## src/rtl/fpu_operand_unpack.sv

```systemverilog
// Operand unpack stage: restores the hidden bit, fixes subnormal exponents, classifies
// both operands and presents them one cycle later through a 2-entry skid buffer.
//
// state | meaning
// EMPTY | output register invalid
// HALF  | output register valid, skid register empty
// FULL  | output and skid registers both valid, input stalled
module fpu_operand_unpack #(
  parameter int EXP_W  = 8,
  parameter int MANT_W = 23,
  localparam int W     = 1 + EXP_W + MANT_W
) (
  input  logic              clk_i,
  input  logic              rst_ni,
  input  logic              valid_i,
  output logic              ready_o,
  input  logic [W-1:0]      a_i,
  input  logic [W-1:0]      b_i,
  output logic              valid_o,
  input  logic              ready_i,
  output logic              a_sign_o,
  output logic [EXP_W-1:0]  a_exp_o,
  output logic [MANT_W:0]   a_mant_o,
  output logic [2:0]        a_class_o,
  output logic              b_sign_o,
  output logic [EXP_W-1:0]  b_exp_o,
  output logic [MANT_W:0]   b_mant_o,
  output logic [2:0]        b_class_o,
  output logic              num_status_o
);

  localparam logic [2:0] CLS_ZERO = 3'd0;
  localparam logic [2:0] CLS_SUB  = 3'd1;
  localparam logic [2:0] CLS_NORM = 3'd2;
  localparam logic [2:0] CLS_INF  = 3'd3;
  localparam logic [2:0] CLS_QNAN = 3'd4;
  localparam logic [2:0] CLS_SNAN = 3'd5;

  typedef struct packed {
    logic              sign;
    logic [EXP_W-1:0]  exp;
    logic [MANT_W:0]   mant;
    logic [2:0]        cls;
  } op_t;

  typedef struct packed {
    op_t  a;
    op_t  b;
    logic num;
  } pair_t;

  typedef enum logic [1:0] {EMPTY, HALF, FULL} state_t;

  function automatic op_t unpack(input logic [W-1:0] x);
    op_t              o;
    logic [EXP_W-1:0] e;
    logic [MANT_W-1:0] f;
    e      = x[W-2 -: EXP_W];
    f      = x[MANT_W-1:0];
    o.sign = x[W-1];
    o.exp  = e;
    o.mant = {1'b1, f};
    o.cls  = CLS_NORM;
    if (e == '0) begin
      o.mant = {1'b0, f};
      if (f == '0) begin
        o.exp = '0;
        o.cls = CLS_ZERO;
      end else begin
        // subnormals share the minimum normal exponent
        o.exp = EXP_W'(1);
        o.cls = CLS_SUB;
      end
    end else if (&e) begin
      if (f == '0)             o.cls = CLS_INF;
      else if (f[MANT_W-1])    o.cls = CLS_QNAN;
      else                     o.cls = CLS_SNAN;
    end
    return o;
  endfunction

  pair_t  in_pair;
  pair_t  out_q, skid_q;
  state_t state_q, state_d;
  logic   ready_q;
  logic   in_xfer, out_xfer;
  logic   load_out, load_skid, out_from_skid;

  always_comb begin
    in_pair.a   = unpack(a_i);
    in_pair.b   = unpack(b_i);
    in_pair.num = ~(&a_i[W-2 -: EXP_W]) & ~(&b_i[W-2 -: EXP_W]);
  end

  assign valid_o  = (state_q != EMPTY);
  assign ready_o  = ready_q;
  assign in_xfer  = valid_i && ready_q;
  assign out_xfer = valid_o && ready_i;

  always_comb begin
    state_d       = state_q;
    load_out      = 1'b0;
    load_skid     = 1'b0;
    out_from_skid = 1'b0;
    case (state_q)
      EMPTY: begin
        if (in_xfer) begin
          load_out = 1'b1;
          state_d  = HALF;
        end
      end
      HALF: begin
        if (in_xfer && out_xfer) begin
          load_out = 1'b1;
        end else if (in_xfer) begin
          load_skid = 1'b1;
          state_d   = FULL;
        end else if (out_xfer) begin
          state_d = EMPTY;
        end
      end
      FULL: begin
        if (out_xfer) begin
          out_from_skid = 1'b1;
          state_d       = HALF;
        end
      end
      default: state_d = EMPTY;
    endcase
  end

  always_ff @(posedge clk_i) begin
    if (!rst_ni) begin
      state_q <= EMPTY;
      out_q   <= '0;
      skid_q  <= '0;
      ready_q <= 1'b0;
    end else begin
      state_q <= state_d;
      ready_q <= (state_d != FULL);
      if (load_out)           out_q <= in_pair;
      else if (out_from_skid) out_q <= skid_q;
      if (load_skid)          skid_q <= in_pair;
    end
  end

  assign a_sign_o     = out_q.a.sign;
  assign a_exp_o      = out_q.a.exp;
  assign a_mant_o     = out_q.a.mant;
  assign a_class_o    = out_q.a.cls;
  assign b_sign_o     = out_q.b.sign;
  assign b_exp_o      = out_q.b.exp;
  assign b_mant_o     = out_q.b.mant;
  assign b_class_o    = out_q.b.cls;
  assign num_status_o = out_q.num;

endmodule
```

## config.mk

```make
export PLATFORM = sky130hd
export DESIGN_NAME = fpu_operand_unpack
export DESIGN_NICKNAME = d
export VERILOG_FILES = /design/src/rtl/fpu_operand_unpack.sv
export SDC_FILE = /design/constraint.sdc
export NUM_CORES = 1
export LEC_CHECK = 0
export BUFFER_PORTS_ARGS = -buffer_cell sky130_fd_sc_hd__buf_2
export CELL_PAD_IN_SITES_DETAIL_PLACEMENT = 1
export CELL_PAD_IN_SITES_GLOBAL_PLACEMENT = 2
export CORE_MARGIN = 8
export CORE_UTILIZATION = 31
export CTS_CLUSTER_SIZE = 28
export DETAILED_ROUTE_END_ITERATION = 10
export PLACE_DENSITY_LB_ADDON = 0.08
export REMOVE_ABC_BUFFERS = 1
export SYNTH_ARGS = -nofsm -noshare
export SYNTH_HDL_FRONTEND = slang
export SYNTH_SLANG_ARGS = --single-unit
```

## constraint.sdc

```tcl
create_clock -name clk_i -period 1.6 [get_ports clk_i]
set_input_delay 0 -clock clk_i [delete_from_list [all_inputs] [get_ports clk_i]]
set_output_delay 0 -clock clk_i [all_outputs]
set_load 0.01 [all_outputs]
```

==> metrics.md, run 1 <==
| Metric | Value |
|---|---|
| Post-synthesis sequential area ratio | 0.4671 |
| CTS Buffer Depth | 2 |
| Syn avg cell area | 8.326 µm² |
| Comb power frac | 0.123 |
| Hold WC Path Type | in2reg |
| Switch share | 0.2455 |
| Die X | 159.5 µm |
| Pre-CTS setup slack | 0.02295 ns |
| Internal Power | 6.909 mW |
| Initial antenna violation count | 0 |
| Slowest CP cell | dlygate4sd3_1 |
| Drt total wl | 22,090 µm |
| Final period util | 0.9737 |
| Number of synthesis warnings | 0 |
| Min cycle time layout | 1.558 ns |
| Peak VDD IR | 715.3 µV |
| Placed instance area | 7548 µm² |
| Port Buf Inserts | 142 |
| Total power | 9.157 mW |
| Final #Nets | 1,034 |
| Total clock sinks | 149 |
| Htree depth | 4 |
| Required time of the worst setup path | 1.88 ns |
| Least-Margin Pin Slew | 0.4447 ns |
| Vias in the first global route | 6,848 |
| Area delta synth->final | 39.83% |
| Post-synth EDFFs | 0 |
| Antenna Cells | 0 |
| Synthesized area | 6386 µm² |
| CP arrival | 1.84 ns |
| First-pass GRT wire length | 35,770 µm |
| Min-Delay Startpoint | rst_ni |
| RePlAce Congestion | 0.7585 |
| Post-synth top flop | dfxtp_1 |
| Synthesized netlist cell count | 767 |
| Final Cell Area | 8930 µm² |
| Seq cells post-synth | 149 |
| Outcome | finished, final reports clean |
| Switching pwr | 2.248 mW |
| # IOs | 143 |
| Worst-path maximum fanout | 4 |
| Largest net degree at the start of global routing | 51 |
| Core area | 20,230 µm² |
| Drt first pass iters | 4 |
| CTS root buffer | clkbuf_16 |
| WL/cell | 17.71 µm |
| Inst Count DP | 1,145 |
| Worst path cell trace | dlygate4sd3_1, buf_2, nor4_1, nand4_1, o21bai_1, a31oi_1 |
| Max-Cap Viols | 0 |
| Final Non-Filler Cells | 1,247 |
| Clock Skew | 0.01012 ns |
| GRT Util Overall | 0.1694 |
| Critical path startpoint | a_i[20] |
| Worst setup EP type | flip-flop |
| Slew headroom | 0.7008 |
| Row count | 52 |
| Power share of the clock group | 0.444 |
| Buf/Inv on CP | 2 |
| Total global routing overflow | 0 |
| Post-route ant nets | 0 |
| Slew Viols, Final | 0 |
| Crit-path max cell delay | 0.54 ns |
| Starting Density | 0.3156 |
| Vias per std cell | 4.971 |
| Full die area | 25,450 µm² |
| Clock buffer count from CTS | 17 |
| Skew-Pair Late Insertion Delay | 0.42 ns |
| Worst hold slack | 0.05149 ns |
| DRC | 0 |
| Vias | 6,199 |
| Hold Fails Final Rpt | 0 |
| Flop pwr share | 0.433 |
| RSZ-0062 raised after global routing | true |
| Critical path class | in2reg |
| Synth cell types | 44 |
| 1st-iter DRT viols | 214 |
| CP Launch Type | primary input |
| CTS tree | built |
| Final setup margin | 0.04208 ns |
| FMAX | 641.9 MHz |
| # setup viols final | 0 |
| Dpl hpwl | 14,690 µm |
| Leak | 3.420 nW |
| Reg-to-reg startpoint | state_q[1] |
| Clock transition at the registers of the reported paths | 0.06 ns |
| PwrDens | 1025 nW/µm² |
| FFs w/ async S/R, synth | 0 |
| Fraction of layout cells with a size suffix above 1 | 0.2753 |
| Die Y | 159.5 µm |
| CP top delay family | buffers and inverters |
cell usage after synthesis, types with 2 or more instances:
cell type	instances	area share
mux2i_1	3	0.0047
and3b_1	2	0.0027
a21oi_1	74	0.058
buf_6	2	0.0035
mux2_1	4	0.0071
and3_1	2	0.0020
nor2_2	2	0.0020
nor3_1	6	0.0047
o31ai_1	2	0.0024
nand2_1	263	0.15
a32o_1	2	0.0031
nor4_1	14	0.014
dfxtp_1	149	0.47
a31oi_1	4	0.0039
a311oi_2	51	0.12
clkbuf_1	18	0.011
o21bai_1	3	0.0035
nor2_1	70	0.041
o21ai_0	4	0.0031
nand2b_1	2	0.0020
a311oi_1	12	0.016
nand3_1	5	0.0039
nand4_1	6	0.0059
buf_4	11	0.013
or3_1	2	0.0020
buf_2	28	0.022
or2_2	2	0.0020
o21ai_1	7	0.0055
buf_1	2	0.0012
power groups by stage:
stage	clock network (mW)	logic, mW	registers, mW
floorplan	0	0.429	4.09
detailed placement	0	0.994	4.05
finish	4.06	1.13	3.97
global placement	0	0.966	4.04
CTS	4.17	1.12	3.97
global route	4.34	1.23	3.99
what timing repair did:
item | CTS | global route
buffers inserted | 0 | 3
resized for setup | 0 | 12
endpoints found under the hold margin | 133 | 0
hold buffers | 66 | 0
setup endpoints to repair | 0 | 133
per-stage QoR:
step	utilization	TNS (ns)
2_1_floorplan	-	-121.54
3_3_place_gp	0.3731	0
3_5_place_dp	0.3731	0
4_1_cts	0.4348	0
5_1_grt	0.4413	-0.1890
6_report	0.4413	0
flip-flops by register name, summed over array words and instances, names as in the netlist:
signal,cells
skid_q,73
a_mant_o,24
b_mant_o,24
a_exp_o,8
b_exp_o,8
a_class_o,3
b_class_o,3
state_q,2
a_sign_o,1
b_sign_o,1
num_status_o,1
ready_o,1
worst min-delay path: cells and delay by family:
| kind | cells | cell delay (ns) |
|---|---|---|
| buf+inv | 2 | 0.28 |
| simple gates | 1 | 0.13 |
area by class of cell:
cell class	instances	area, µm²
fill	2346	11300
multi-input combinational	556	3142
sequential	149	2984
timing repair buffer	241	1868
clock buffer	21	460.4
tap	270	337.8
clock inverter	9	128.9
inverter	1	8.758
routing by layer:
layer  vias to the layer above  routed length (µm)  GRT usage
met2                       112               10940     0.2967
met3                        17                 916    0.04498
met5                         -                   0          0
met4                         0                 274    0.04889
met1                      3028                9960     0.1989
li1                       3042                   -          -
final timing paths:
| path | to | slack [ns] | depth (start not counted) |
|---|---|---|---|
| max | a_class_o[0] | 0.04 | 6 |
| min | ready_o | 0.05 | 3 |
| max reg2reg | skid_q[8] | 0.05 | 7 |
| min reg2reg | skid_q[55] | 0.45 | 2 |
kinds of logic (layout without fill, tap and decap cells):
group	after synthesis	in the layout	synth area share
AOI/OAI and AO/OA	165	165	0.2239
DFF	149	149	0.4671
muxes	8	8	0.01352
and+or+nand+nor	383	383	0.2447
buffers and inverters	62	272	0.05074
placed cells by master, fill, tap and decap left out, drive strengths merged, types with 3 or more instances in the layout:
cell type    netlist  layout
clkinv             0       4
a31oi              4       4
bufinv             0       3
a311oi            63      63
mux2               5       5
nand3              5       5
nor2              72      72
nand4              6       6
nor4              14      14
nor3               6       6
clkbuf            18      23
mux2i              3       3
nand2            264     264
dfxtp            149     149
dlygate4sd3        0      66
o21ai             11      11
buf               43     173
a21oi             74      74
o21bai             3       3
or2                3       3
Note: power is estimated with default switching activity, not from simulation.
==> run 2: changes to the inputs <==
--- a/config.mk
+++ b/config.mk
@@ -12,6 +12,7 @@
 export CORE_UTILIZATION = 31
 export CTS_CLUSTER_SIZE = 28
 export DETAILED_ROUTE_END_ITERATION = 10
+export HOLD_SLACK_MARGIN = 0.08
 export PLACE_DENSITY_LB_ADDON = 0.08
 export REMOVE_ABC_BUFFERS = 1
 export SYNTH_ARGS = -nofsm -noshare
==> run 2 against run 1 <==
Flip-flop and latch count did not move. Sequential share of layout area hardly changed. Clock-buffer cell count stayed put. Largest power group unchanged. Critical path type unchanged. Critical path depth did not move. Design area grew 0.11%.
==> metrics.md, run 2 (synthesis gave the netlist of run 1 again) <==
| Metric | Value |
|---|---|
| Outcome | finished, final reports clean |
| FMAX | 642.4 MHz |
| Slew headroom | 0.7008 |
| Max-Cap Viols | 0 |
| Total clock sinks | 149 |
| CP top delay family | buffers and inverters |
| Slowest CP cell | dlygate4sd3_1 |
| Row count | 52 |
| CP arrival | 1.84 ns |
| Least-Margin Pin Slew | 0.4447 ns |
| RePlAce Congestion | 0.7585 |
| Peak VDD IR | 715.3 µV |
| Total power | 9.158 mW |
| Die X | 159.5 µm |
| Vias per std cell | 4.962 |
| Full die area | 25,450 µm² |
| Starting Density | 0.3156 |
| Antenna Cells | 0 |
| Vias in the first global route | 6,851 |
| Hold Fails Final Rpt | 0 |
| DRC | 0 |
| Commonest non-fill, non-tap cells in the layout | nand2_1 (262), dfxtp_1 (148), buf_2 (142) |
| # IOs | 143 |
| CTS tree | built |
| Skew-Pair Late Insertion Delay | 0.42 ns |
| RSZ-0062 raised after global routing | true |
| Post-route ant nets | 0 |
| Worst path cell trace | dlygate4sd3_1, buf_2, nor4_1, nand4_1, o21bai_1, a31oi_1 |
| Drt first pass iters | 4 |
| Hold WC Path Type | in2reg |
| Final period util | 0.9729 |
| Area delta synth->final | 39.99% |
| First-pass GRT wire length | 35,780 µm |
| Top reg by flops | skid_q |
| Clock transition at the registers of the reported paths | 0.06 ns |
| Final #Nets | 1,035 |
| Most common cell after layout, fill and taps aside | nand2_1 |
| CTS Buffer Depth | 2 |
| Buf/Inv on CP | 2 |
| Placed instance area | 7548 µm² |
| PwrDens | 1024 nW/µm² |
| Crit-path max cell delay | 0.54 ns |
| Worst setup EP type | flip-flop |
| Drt total wl | 22,080 µm |
| CP Launch Type | primary input |
| CTS root buffer | clkbuf_16 |
| Fraction of layout cells with a size suffix above 1 | 0.2751 |
| Largest net degree at the start of global routing | 51 |
| Min cycle time layout | 1.557 ns |
| 1st-iter DRT viols | 213 |
| Worst-path maximum fanout | 4 |
| Fin util | 0.4418 |
| Initial antenna violation count | 0 |
| Core area | 20,230 µm² |
| Total global routing overflow | 0 |
| Max FFs per register | 73 |
| Htree depth | 4 |
| Leak | 3.424 nW |
| WL/cell | 17.69 µm |
| Critical path class | in2reg |
| Clock buffer count from CTS | 17 |
| Clock Skew | 0.01007 ns |
| Port Buf Inserts | 142 |
| Vias | 6,192 |
| Required time of the worst setup path | 1.88 ns |
| GRT Util Overall | 0.1694 |
| Final Cell Area | 8940 µm² |
| Dpl hpwl | 14,690 µm |
| Slew Viols, Final | 0 |
| Die Y | 159.5 µm |
| # setup viols final | 0 |
run 2: changes by cell type in the layout (fill, tap and decap cells not counted):
cell and delta:
dlygate4sd3_1 +1
run 2: metrics by stage:
stage | setup TNS (ns) | setup slack (ns) | std cells | hold WS (ns)
floorplan | -121.54 | -1.151 | 706 | 0.1217
global route | -0.1890 | -0.02889 | 1248 | 0.1971
detailed placement | 0 | 0.02295 | 1145 | 0.2702
global placement | 0 | 0.07974 | 1145 | 0.2599
CTS | 0 | 0.007901 | 1242 | 0.1757
finish | 0 | 0.04342 | 1248 | 0.1828
run 2: power breakdown:
part / leakage (nW) / switching, mW / internal (mW)
Combinational: 1.92 / 0.604 / 0.523
Clock: 0.285 / 1.55 / 2.51
Sequential: 1.22 / 0.0923 / 3.87
Total: 3.42 / 2.25 / 6.91
run 2: area by class of cell:
type,instances,area (µm²)
Fill cell,2344,11290
Timing Repair Buffer,242,1878
Clock buffer,21,460.4
Tap cell,270,337.8
Multi-Input combinational cell,556,3142
Inverter,1,8.758
Sequential cell,149,2984
Clock inverter,9,128.9
run 2: worst min-delay path: cells and delay by family:
family                 cells  cell delay, ns
and+or+nand+nor            3            0.29
AOI/OAI and AO/OA          1            0.19
buffers and inverters      1            0.08
run 2: metal layers:
metal	wire length, µm	share of wire	up-vias	global-route usage
met5	0	0	-	0
met4	280	0.013	0	0.04889
met3	892	0.040	17	0.04447
met2	10930	0.50	110	0.2967
met1	9973	0.45	3021	0.1993
li1	-	-	3044	-
run 2: what timing repair did:
| item | in CTS | in global routing |
|---|---|---|
| endpoints found under the hold margin | 137 | 0 |
| resized for setup | 0 | 12 |
| setup buffers | 0 | 3 |
| hold buffers | 67 | 0 |
| setup endpoints to repair | 0 | 133 |
run 2: final timing paths:
kind	start	endpoint	slack [ns]	depth (start not counted)
min reg2reg	skid_q[55]	skid_q[55]	0.45	2
max reg2reg	state_q[1]	skid_q[8]	0.05	7
min	a_i[17]	a_class_o[1]	0.18	5
max	a_i[20]	a_class_o[0]	0.04	6
